<file path="config.mk">
export PLATFORM = sky130hd
export DESIGN_NAME = mips_trace_monitor
export DESIGN_NICKNAME = d
export VERILOG_FILES = /design/src/rtl/mips_trace_pkg.sv /design/src/rtl/mips_trace_ram.sv /design/src/rtl/mips_trace_monitor.sv
export SDC_FILE = /design/constraint.sdc
export NUM_CORES = 1
export LEC_CHECK = 0
export CORE_UTILIZATION = 40
export DETAILED_ROUTE_END_ITERATION = 8
export HOLD_SLACK_MARGIN = 0.15
export MAX_ROUTING_LAYER = met4
export PLACE_DENSITY = 0.57
export SYNTH_ARGS = -nofsm -noshare
export SYNTH_HDL_FRONTEND = slang
export SYNTH_SLANG_ARGS = --single-unit
</file>
<file path="constraint.sdc">
create_clock -name clk -period 4.25 [get_ports clk]
set_input_delay 0.6375 -clock clk [delete_from_list [all_inputs] [get_ports clk]]
set_output_delay 0.6375 -clock clk [all_outputs]
set_load 0.01 [all_outputs]
</file>
<file path="src/rtl/mips_trace_pkg.sv">
// Shared types for the MIPS execution-trace monitor.
// Holds the capture FSM states and the count-width helper.
package mips_trace_pkg;

  typedef enum logic [1:0] {
    IDLE,
    ARMED,
    CAPTURE,
    DONE
  } trace_state_e;

  function automatic int cnt_w(input int depth);
    return $clog2(depth + 1);
  endfunction

endpackage

</file>
<file path="src/rtl/mips_trace_ram.sv">
// Trace storage: simple dual-port RAM, synchronous write,
// registered read (cleared by reset so rd outputs start at 0).
module mips_trace_ram #(
  parameter int DEPTH = 16,
  parameter int WIDTH = 32
) (
  input  logic                     clk,
  input  logic                     rst_n,
  input  logic                     wr_en,
  input  logic [$clog2(DEPTH)-1:0] wr_addr,
  input  logic [WIDTH-1:0]         wr_data,
  input  logic                     rd_en,
  input  logic [$clog2(DEPTH)-1:0] rd_addr,
  output logic [WIDTH-1:0]         rd_data
);

  logic [WIDTH-1:0] mem [DEPTH];

  always_ff @(posedge clk) begin
    if (wr_en) mem[wr_addr] <= wr_data;
  end

  always_ff @(posedge clk or negedge rst_n) begin
    if (!rst_n) rd_data <= '0;
    else if (rd_en) rd_data <= mem[rd_addr];
  end

endmodule

</file>
<file path="src/rtl/mips_trace_monitor.sv">
// Execution-trace capture unit: circular pre/post-trigger history
// of pc/alu samples, ended by post count, timeout or PC stall.
module mips_trace_monitor
  import mips_trace_pkg::*;
#(
  parameter int PC_WIDTH       = 16,
  parameter int DATA_WIDTH     = 16,
  parameter int DEPTH          = 16,
  parameter int POST_SAMPLES   = 8,
  parameter int TIMEOUT_CYCLES = 25,
  parameter int STALL_LIMIT    = 4
) (
  input  logic                      clk,
  input  logic                      rst_n,
  input  logic [PC_WIDTH-1:0]       pc_in,
  input  logic [DATA_WIDTH-1:0]     alu_in,
  input  logic                      arm,
  input  logic                      trig_en,
  input  logic [PC_WIDTH-1:0]       trig_pc,
  input  logic                      rd_en,
  output logic                      rd_valid,
  output logic [PC_WIDTH-1:0]       rd_pc,
  output logic [DATA_WIDTH-1:0]     rd_alu,
  output logic [cnt_w(DEPTH)-1:0]   count,
  output logic                      busy,
  output logic                      done,
  output logic                      timeout,
  output logic                      stall
);

  localparam int AW = $clog2(DEPTH);
  localparam int CW = cnt_w(DEPTH);
  localparam int PW = $clog2(POST_SAMPLES + 1);
  localparam int TW = $clog2(TIMEOUT_CYCLES + 1);
  localparam int SW = $clog2(STALL_LIMIT);
  localparam int EW = PC_WIDTH + DATA_WIDTH;

  localparam logic [CW-1:0] FULL = CW'(DEPTH);
  localparam logic [PW-1:0] POST_TOP = PW'(POST_SAMPLES - 1);
  localparam logic [TW-1:0] TMO_TOP = TW'(TIMEOUT_CYCLES - 1);
  localparam logic [SW-1:0] REP_TOP = SW'(STALL_LIMIT - 2);
  localparam bit POST_ONE = (POST_SAMPLES == 1);

  trace_state_e state, state_n;

  logic [AW-1:0]       wr_ptr, rd_ptr;
  logic [CW-1:0]       count_q;
  logic [PW-1:0]       post_cnt;
  logic [TW-1:0]       cyc_cnt;
  logic [SW-1:0]       rep_cnt;
  logic [PC_WIDTH-1:0] prev_pc;
  logic                timeout_q, stall_q, rd_valid_q;

  logic start, wr, pop, trig;
  logic post_end, stall_hit, tmo_hit, same_pc;
  logic [EW-1:0] rd_data;

  always_comb begin
    state_n   = state;
    start     = 1'b0;
    wr        = 1'b0;
    pop       = 1'b0;
    trig      = 1'b0;
    post_end  = 1'b0;
    stall_hit = 1'b0;
    tmo_hit   = 1'b0;
    same_pc   = (pc_in == prev_pc);
    unique case (state)
      IDLE: begin
        if (arm) begin
          start   = 1'b1;
          state_n = ARMED;
        end
      end
      ARMED: begin
        wr       = 1'b1;
        trig     = !trig_en || (pc_in == trig_pc);
        post_end = trig && POST_ONE;
        tmo_hit  = (cyc_cnt == TMO_TOP);
        if (trig) state_n = CAPTURE;
        if (post_end || tmo_hit) state_n = DONE;
      end
      CAPTURE: begin
        wr        = 1'b1;
        post_end  = (post_cnt == POST_TOP);
        stall_hit = same_pc && (rep_cnt == REP_TOP);
        tmo_hit   = (cyc_cnt == TMO_TOP);
        if (post_end || stall_hit || tmo_hit)
          state_n = DONE;
      end
      DONE: begin
        // arm outranks a same-cycle read
        if (arm) begin
          start   = 1'b1;
          state_n = ARMED;
        end else if (rd_en && count_q != '0) begin
          pop = 1'b1;
        end
      end
      default: state_n = IDLE;
    endcase
  end

  always_ff @(posedge clk or negedge rst_n) begin
    if (!rst_n) state <= IDLE;
    else        state <= state_n;
  end

  always_ff @(posedge clk or negedge rst_n) begin
    if (!rst_n) begin
      wr_ptr     <= '0;
      rd_ptr     <= '0;
      count_q    <= '0;
      post_cnt   <= '0;
      cyc_cnt    <= '0;
      rep_cnt    <= '0;
      prev_pc    <= '0;
      timeout_q  <= 1'b0;
      stall_q    <= 1'b0;
      rd_valid_q <= 1'b0;
    end else begin
      rd_valid_q <= pop;
      if (start) begin
        wr_ptr    <= '0;
        rd_ptr    <= '0;
        count_q   <= '0;
        post_cnt  <= '0;
        cyc_cnt   <= '0;
        rep_cnt   <= '0;
        timeout_q <= 1'b0;
        stall_q   <= 1'b0;
      end
      if (wr) begin
        wr_ptr  <= wr_ptr + 1'b1;
        prev_pc <= pc_in;
        cyc_cnt <= cyc_cnt + 1'b1;
        // full buffer: drop the oldest entry
        if (count_q == FULL) rd_ptr <= rd_ptr + 1'b1;
        else                 count_q <= count_q + 1'b1;
        if (tmo_hit)   timeout_q <= 1'b1;
        if (stall_hit) stall_q   <= 1'b1;
      end
      if (trig) begin
        post_cnt <= PW'(1);
        rep_cnt  <= '0;
      end else if (state == CAPTURE) begin
        post_cnt <= post_cnt + 1'b1;
        rep_cnt  <= same_pc ? rep_cnt + 1'b1 : '0;
      end
      if (pop) begin
        rd_ptr  <= rd_ptr + 1'b1;
        count_q <= count_q - 1'b1;
      end
    end
  end

  mips_trace_ram #(
    .DEPTH (DEPTH),
    .WIDTH (EW)
  ) u_ram (
    .clk     (clk),
    .rst_n   (rst_n),
    .wr_en   (wr),
    .wr_addr (wr_ptr),
    .wr_data ({pc_in, alu_in}),
    .rd_en   (pop),
    .rd_addr (rd_ptr),
    .rd_data (rd_data)
  );

  assign rd_pc    = rd_data[EW-1:DATA_WIDTH];
  assign rd_alu   = rd_data[DATA_WIDTH-1:0];
  assign rd_valid = rd_valid_q;
  assign count    = count_q;
  assign busy     = (state == ARMED) || (state == CAPTURE);
  assign done     = (state == DONE);
  assign timeout  = timeout_q;
  assign stall    = stall_q;

endmodule

</file>
**After elaboration in Yosys (flattened, before gate mapping)**

Memory sizes are Yosys's and may differ from the RTL's. A register that Yosys moved wholly into a read port is not among the register bits.
Cells that the tools add are included.

- Word-level logic and storage cells: 86
- Bits in latches: 0
- Register bits after elaboration: 45
- RAM bits: 512
- Output and inout bits: 42
- Memories: 1
- Bits in read-only memories: 0
- Input bits: 53

- $mul: 0
- $lt $le $gt $ge: 0
- Equality and inequality tests: 12
- Reduce and logical (&&, ||, !) cells: 15
- Bitwise gates (word level): 0
- $add $sub $neg: 7
- Shift operators: 0
- Div/mod/pow operators: 0
- Multiplexer cells: 40

Memory list:

| memory | words | width | rd ports | clocked after memory_dff | wr ports | RTL line | source |
|---|---|---|---|---|---|---|---|
| u_ram.mem | 16 | 32 | 1 | 1 | 1 | mips_trace_ram.sv:17 | `logic [WIDTH-1:0] mem [DEPTH];` |

Operators with widths:

| kind | number |
|---|---|
| == test 16 bit | 2 |
| 2-to-1 mux 4 bit | 8 |
| 2-to-1 mux 5 bit | 6 |
| 2-to-1 mux 1 bit | 17 |
| 2-to-1 mux 2 bit | 8 |
| adder 4 x 1 -> 4 bit (second input constant) | 3 |
| adder 5 x 1 -> 5 bit (second input constant) | 2 |
| == test 5 bit (second input constant) | 2 |
| == test 2 bit (second input constant) | 3 |
| case mux 2 bit (3 select lines) | 1 |
| nonzero test 5 bit | 1 |
| subtractor 5 x 1 -> 5 bit (second input constant) | 1 |
| == test 4 x 3 -> 1 bit (second input constant) | 1 |
| logical OR 1 bit | 4 |
| OR reduction 2 bit | 2 |
| inequality test 3 bit (second input constant) | 1 |
| AND reduction 3 bit | 1 |
| nonzero test 3 bit | 1 |
| adder 2 x 1 -> 2 bit (second input constant) | 1 |
| == test 2 x 1 -> 1 bit (second input constant) | 1 |
| logical AND 1 bit | 2 |
| zero test 1 bit | 2 |
| zero test 2 bit | 1 |
| inequality test 2 x 1 -> 1 bit (second input constant) | 1 |
| 2 further kinds | 2 |

**Logic depth before layout (Yosys ltp)**

Gate-level depths: netlist of run 1.

- Depth after elaboration: 7
- Mapped depth: 10

**Modules after synthesis**

From an unflattened synthesis of run 1, not the netlist that was laid out.

- Cell total of the unflattened synthesis: 1,133
- Area total of the unflattened synthesis: 23,425.0 um2

By module, submodules not included:

| module | cells an instance | area an instance (um2) | instances |
|---|---|---|---|
| mips_trace_ram | 876 | 20,786.2 | 1 |
| mips_trace_monitor | 257 | 2,638.8 | 1 |

**Worst setup path after synthesis of run 1**

No wires, ideal clock.

- Path kind: register to register
- Start point: reg state[0]
- End point: mem u_ram.mem[1][0] (enable)
- Data arrival time: 3.555 ns
- Data required time: 3.789 ns
- Setup time: 0.461 ns
- Path slack: 0.234 ns
- Buffers on the path: 3
- Clock period less this slack: 4.016 ns
- Cell stages (with the launch flop): 7
- Path through: dfrtp_1 inv_1 ha_1 clkbuf_1 clkbuf_1 buf_1 nor3_1

- Longest elaborated chain between the ends: 5
- Elaborated cells between the ends (all ways): 6
- Classes of those cells: eq/ne: 2; mux: 3; reduce/logical: 1

RTL lines:

| item | RTL line | source |
|---|---|---|
| start: declaration | mips_trace_monitor.sv:44 | `trace_state_e state, state_n;` |
| start signal: assignment | mips_trace_monitor.sv:106 | `else state <= state_n;` |
| == test 2 bit / == test 2 x 1 -> 1 bit (equally long branches) | mips_trace_monitor.sv:68 | `unique case (state)` |
| OR reduction 2 bit (no source line) * | - |  |
| 2-to-1 mux 1 bit * | mips_trace_monitor.sv:68 |  |
| 2-to-1 mux 1 bit * | mips_trace_ram.sv:20 | `if (wr_en) mem[wr_addr] <= wr_data;` |
| 2-to-1 mux 1 bit (not written as such) * | mips_trace_ram.sv:20 |  |
| end: declaration | mips_trace_ram.sv:17 |  |

Mark *: on every way between the ends. The rest lies on a longest branch, timed or not.

**Worst setup path after layout of run 1**

- Start point: reg state[0]
- End point: out busy

- Longest elaborated chain between the ends: 2
- Elaborated cells between the ends (all ways): 3
- Classes of those cells: eq/ne: 2; reduce/logical: 1

RTL lines:

| item | RTL line | source |
|---|---|---|
| == test 2 x 1 -> 1 bit / == test 2 bit (equally long branches) | mips_trace_monitor.sv:175 | `assign busy = (state == ARMED) \|\| (state == CAPTURE);` |
| logical OR 1 bit * | mips_trace_monitor.sv:175 |  |
| end: declaration | mips_trace_monitor.sv:25 | `output logic busy,` |

Marks and branches as above.

==> results of run 1 <==
==> state kept, by name, indices dropped and copies added, names as in the netlist <==
register and cells:
u_ram.mem 512, u_ram.rd_data 32, prev_pc 16, count 5, cyc_cnt 5, post_cnt 4
rd_ptr 4, wr_ptr 4, rep_cnt 2, state 2, rd_valid 1, stall 1
timeout 1
==> how the worst min path moves through the flow <==
stage,cells after the start,end,slack (ns),from
finish,1,u_ram.rd_data[2],0.19,rst_n
global route,1,u_ram.rd_data[27],0.24,rst_n
CTS,1,u_ram.rd_data[28],0.20,rst_n
detailed placement,2,u_ram.rd_data[0],0.47,u_ram.rd_data[0]
global placement,2,u_ram.rd_data[7],0.46,u_ram.rd_data[7]
floorplan,0,count[0],0.34,rst_n
==> report_power, final <==
part | switching [mW] | total [mW] | internal (mW) | leakage (nW)
Sequential | 0.442 | 7.58 | 7.14 | 5.59
Combinational | 2.01 | 3.75 | 1.74 | 2.31
Clock | 2.21 | 5.44 | 3.23 | 1.02
Total | 4.66 | 16.8 | 12.1 | 8.91
==> critical path: stages, from the launching register on <==
cell             delay, ns
dfrtp_1               0.41
inv_1                 0.10
ha_2                  0.28
inv_1                 0.34
clkdlybuf4s50_1       0.63
==> metal layers <==
layer	vias to the layer above	global-route usage, %	routed length (um)
met4	0	5.124	1011
met3	76	3.173	2395
met1	6396	26.55	24830
met5	-	-	0
li1	5305	-	-
met2	290	29.74	25680
==> cell families (layout without fill, tap and decap cells) <==
family | count (synthesis) | count (layout) | synth area share, %
buffers and inverters | 83 | 275 | 1.758
muxes | 178 | 178 | 12.94
and+or+nand+nor | 157 | 157 | 3.171
DFF | 589 | 589 | 74.58
AOI/OAI and AO/OA | 178 | 178 | 5.178
xor gates and xnor gates | 40 | 40 | 1.510
adders and majority gates | 16 | 16 | 0.8629
==> layout by cell type (no fill, tap or decap), drive strengths merged, types with 2 or more instances in the layout <==
cell	instances
nor4	5
clkinvlp	4
nor3	10
nand4	7
a21oi	14
o22ai	2
nor2	16
o21ai	79
nor2b	3
mux2i	66
edfxtp	512
clkinv	16
buf	50
xor2	20
a211o	3
a22oi	3
nor4b	2
inv	13
mux2	16
clkbuf	98
nand2b	6
o221ai	64
dfrtp	77
o2bb2ai	3
xnor2	20
nand2	89
clkdlybuf4s50	93
ha	16
nand3b	2
and3	2
a211oi	2
nand3	11
mux4	96
==> cell type report <==
cell class,instances,area share [%]
flip-flops and latches,589,63.23
multi-input cells,569,20.44
clock buffers,98,7.084
repair buffers,143,5.046
well taps,756,3.455
clock inverters,21,0.5165
inverters,13,0.2239
==> through the flow <==
step | hold slack [ns] | total power [mW]
3_5_place_dp | 0.4700 | 11.53
4_1_cts | 0.1959 | 16.98
6_report | 0.1914 | 16.76
3_3_place_gp | 0.4611 | 11.45
2_1_floorplan | 0.3419 | 10.05
5_1_grt | 0.2354 | 17.52
==> metrics.yaml, run 1 <==
logic_synthesis:
  ys_async_sr_fraction_pct: 13.07
  synth_area_leaders: "edfxtp_1 (66%), mux4_2 (9.3%), dfrtp_1 (8.3%)"
  ys_seq_area_share_pct: 74.58
  synth-main-ff-cell: "edfxtp_1"
  synth_top_area_cell: "edfxtp_1"
  syn_inst: 1241
  yosysWarningCount: 0
  ys_top_cells_by_count: "edfxtp_1 (512), mux4_2 (96), nand2_1 (88), o21ai_0 (78), dfrtp_1 (77)"
  synthDistinctLibCells: 50
  syn_nets: 1310
  yosysTopAreaCellShare_pct: 66.27
  syn-cell-area_um2: 23200
  syn_area_per_cell_um2: 18.69
  synth_most_common_cell: "edfxtp_1"
  synth_edf_count: 512
  ys_ff_latch: 589
detailed_routing:
  postRouteAntennaNets: 0
  drt_iter0_drc: 926
  wl_per_cell_um: 24.63
  wl_um: 53920
  viasPerCell: 5.513
  dr_total_vias: 12070
  drtPass1Iterations: 5
  drc: 0
job:
  cap_violations: 0
sta:
  tns_ns: 0
  fin_crit_ns: 2.970
  finClkSkew_ns: 0.02250
  max_slew_margin_pct: 35.60
  rsz0062_at_grt: "no"
  setup_ws_ns: 1.280
  fmax_mhz: 336.7
  final-setup-viol-count: 0
  fin_crit_sh_pct: 69.89
  worstMarginPinSlew_ns: 0.9660
  finalMaxSlewViolations: 0
  timing_hold_violations_final: 0
die:
  fp.coreArea_um2: 56820
  num_rows: 87
  die-width_um: 242.8
  ios: 95
  fp.dieArea_um2: 58970
  die_h_um: 242.8
  start_util_pct: 40.83
placement:
  placed_area_um2: 25300
  post-dp-hpwl_um: 30290
  dp_slack_ns: 1.080
  dp_cells: 2070
  io_buffers: 94
  gp_congestion: 0.7634
clocking:
  postCtsResizedCells: 0
  clockRootBuffer: "clkbuf_16"
  cts_setup_buffers: 0
  cts_buffers: 66
  clock_sinks: 589
  cts.clk_slew.worst_paths_ns: 0.06
  cts_tree: "done"
  clk_path_buf_depth: 3
  insertion_delay_ns: 0.59
  ctsHoldBuffers: 0
  htreeDepth: 3
pwr:
  p_leak_nw: 8.914
  power_per_cell_area_nw_per_um2: 612.3
  peakVddDrop_mv: 0.4055
final_layout:
  instances_no_fill: 2189
  multi_input_area_um2: 5597
  design_area_um2: 27380
  utilization_pct: 48.18
  drive_gt1_share_pct: 19.89
  nFillCells: 4827
  nets: 1451
  seqCellArea_um2: 17310
  syn_to_final_growth_pct: 18.00
  antenna_cells: 0
setup_path:
  worstSetupPathType: "flip-flop to output port"
  crit_path_start_kind: "flip-flop"
  cp-end-kind: "output port"
  required_ns: 3.61
  rr_endpoint: "u_ram.mem[6][11]"
  r2r-start: "state[0]"
  arrival_ns: 2.33
  rrSetupSlack_ns: 1.42
  path_max_fanout: 11
  endpoint: "busy"
  critPathLaunch: "state[0]"
  r2r_cells: 6
outcome:
  outcome: "completed"
global_routing:
  grt_overflow: 0
  grt_pass1_vias: 12660
  grt_antenna_before_repair: 0
  grt_max_degree: 55
  grt_usage_pct: 19.25
  grt_pass1_wl_um: 81080
min_path:
  worstHoldPathType: "input port to async pin"
Note: power is estimated with default switching activity, not from simulation.
==> inputs of run 2 (changes only) <==
Settings changed: PLACE_DENSITY 0.57 to 0.54.
Clock period 4.25 ns to 2.9 ns, I/O delays scaled along.
==> run 2 against run 1 <==
Against the previous run:
- global-route usage is 0.35 points lower
- non-clock buffer count up 15
- combinational power up 52%
- count of clock-buffer cells in the layout down 9
- clock power up 39%
- critical path depth stayed put
- via count fell by 1.8%
- worst hold slack improved by 0.090 ns
- utilization grew 0.37 points
==> metrics.yaml, run 2 (synthesis results as in run 1) <==
detailed_routing:
  drtPass1Iterations: 5  # unchanged
  wl_um: 53440  # -0.88%
  viasPerCell: 5.389  # -2.2%
  wl_per_cell_um: 24.31  # -1.3%
  dr_total_vias: 11850  # -1.8%
  drt_iter0_drc: 771  # -17%
  drc: 0  # unchanged
  postRouteAntennaNets: 0  # unchanged
setup_path:
  rr_endpoint: "count[4]"
  worstSetupPathType: "flip-flop to output port"
  crit_chain: "inv_1 > ha_2 > clkinvlp_4 > clkdlybuf4s50_1"
  arrival_ns: 2.23  # -0.10 ns
  crit_path_start_kind: "flip-flop"
  max_stage_delay_ns: 0.56  # -0.07 ns
  rrSetupSlack_ns: 0.55  # -0.87 ns
  required_ns: 2.47  # -1.14 ns
  r2r_cells: 9  # +3
  crit_slowest_cell: "clkdlybuf4s50_1"
  cp-end-kind: "output port"
  path_max_fanout: 11  # unchanged
  r2r-start: "count[0]"
pwr:
  peakVddDrop_mv: 0.6923  # +71%
  power_mw: 24.30  # +45%
  p_leak_nw: 8.945  # +0.35%
  power_per_cell_area_nw_per_um2: 881.0  # +44%
sta:
  tns_ns: 0  # unchanged
  fin_crit_ns: 2.666
  finalMaxSlewViolations: 0  # unchanged
  max_slew_margin_pct: 45.73  # +10 points
  fin_crit_sh_pct: 91.94
  final-setup-viol-count: 0  # unchanged
  setup_ws_ns: 0.2336  # -1.046 ns
  fmax_mhz: 375.0
  finClkSkew_ns: 0.02104  # -0.001461 ns
  timing_hold_violations_final: 0  # unchanged
  rsz0062_at_grt: "no"
  worstMarginPinSlew_ns: 0.8140  # -0.1520 ns
final_layout:
  top_register: "u_ram.mem"
  final_cell_mix: "edfxtp_1 (512), mux4_2 (96), clkdlybuf4s50_1 (93)"
  largest_reg_flops: 512  # unchanged
  nFillCells: 4807  # -0.41%
  layout_commonest_cell: "edfxtp_1"
  nets: 1460  # +0.62%
  syn_to_final_growth_pct: 18.90
  antenna_cells: 0  # unchanged
  drive_gt1_share_pct: 20.18  # +0.29 points
  top_regs: "u_ram.mem (512), u_ram.rd_data (32), prev_pc (16)"
die:
  start_util_pct: 40.83  # unchanged
  fp.dieArea_um2: 58970  # unchanged
  fp.coreArea_um2: 56820  # unchanged
  ios: 95  # unchanged
  die-width_um: 242.8  # unchanged
  die_h_um: 242.8  # unchanged
  num_rows: 87  # unchanged
placement:
  post-dp-hpwl_um: 29000  # -4.3%
  dp_slack_ns: 0.2814  # -0.7983 ns
  io_buffers: 94  # unchanged
  gp_congestion: 0.7553  # -1.1%
global_routing:
  grt_max_degree: 51  # -7.3%
  grt_antenna_before_repair: 0  # unchanged
  grt_pass1_wl_um: 79820  # -1.6%
  grt_overflow: 0  # unchanged
  grt_usage_pct: 18.90  # -0.35 points
  grt_pass1_vias: 12380  # -2.2%
clocking:
  clockRootBuffer: "clkbuf_16"
  cts_tree: "done"
  cts.clk_slew.worst_paths_ns: 0.06  # about the same
  clk_path_buf_depth: 3  # unchanged
  cts_setup_buffers: 0  # unchanged
  cts_buffers: 60  # -9.1%
  insertion_delay_ns: 0.62  # +0.03 ns
  htreeDepth: 2  # -1
  clock_sinks: 589  # unchanged
job:
  cap_violations: 0  # unchanged
min_path:
  worstHoldPathType: "input port to async pin"
outcome:
  outcome: "completed"
## run 2: changes by cell type in the layout (fill, tap and decap cells not counted), sizes merged
cell         before  now
clkinvlp          4    2
buf              50   64
clkinv           16   21
inv              13   11
clkbuf           98   89
dlygate4sd3       0    1
bufinv            1    3
## run 2: cell type report
class | instances | area [um^2] | area share, %
flip-flops and latches | 589 | 17310 | 62.76
well taps | 756 | 945.9 | 3.429
repair buffers | 158 | 1672 | 6.060
clock inverters | 24 | 201.4 | 0.7303
multi-input cells | 569 | 5647 | 20.47
clock buffers | 89 | 1743 | 6.319
inverters | 13 | 65.06 | 0.2359
## run 2: how the worst max path moves through the flow
stage / startpoint / endpoint / slack, ns / cells after the start
finish: state[0] / busy / 0.23 / 4
global route: state[0] / busy / 0.10 / 4
CTS: state[0] / busy / 0.06 / 4
detailed placement: pc_in[1] / state[0] / 0.28 / 7
global placement: pc_in[1] / state[0] / 0.28 / 7
floorplan: state[0] / u_ram.mem[12][0] / -0.32 / 7
## run 2: metal layers
layer | wire length [um] | global-route usage, % | vias to the layer above | part of all wire (%)
met3 | 1965 | 2.764 | 64 | 3.7
met1 | 24930 | 26.14 | 6236 | 47
li1 | - | - | 5315 | -
met4 | 921 | 4.199 | 0 | 1.7
met5 | 0 | - | - | 0
met2 | 25630 | 29.76 | 231 | 48
## run 2: where the power goes
part	switching (mW)	total [mW]	internal (mW)	leakage, nW
Sequential	0.567	11.0	10.4	5.59
Combinational	3.05	5.71	2.66	2.40
Clock	3.17	7.58	4.40	0.953
Total	6.79	24.3	17.5	8.95
## run 2: metrics by stage
step                cells  util [%]  instance area, um^2  hold WS [ns]
floorplan            1241         -                23250        0.1394
global placement     2084     45.10                25630        0.3757
detailed placement   2084     45.10                25630        0.3808
CTS                  2198     48.54                27580        0.2607
global route         2198     48.54                27580        0.3062
finish               2198     48.54                27580        0.2815
## run 2: worst max-delay path, delay by kind of cell, from the launching register on
kind | cells | cell delay (ns)
buffers and inverters | 3 | 0.87
DFF | 1 | 0.40
adders and majority gates | 1 | 0.35
## run 2: timing repair
action,in CTS,in global routing
hold endpoints to repair,62,0
resized for setup,0,1
endpoints found under the setup margin,0,1
hold buffers,1,0
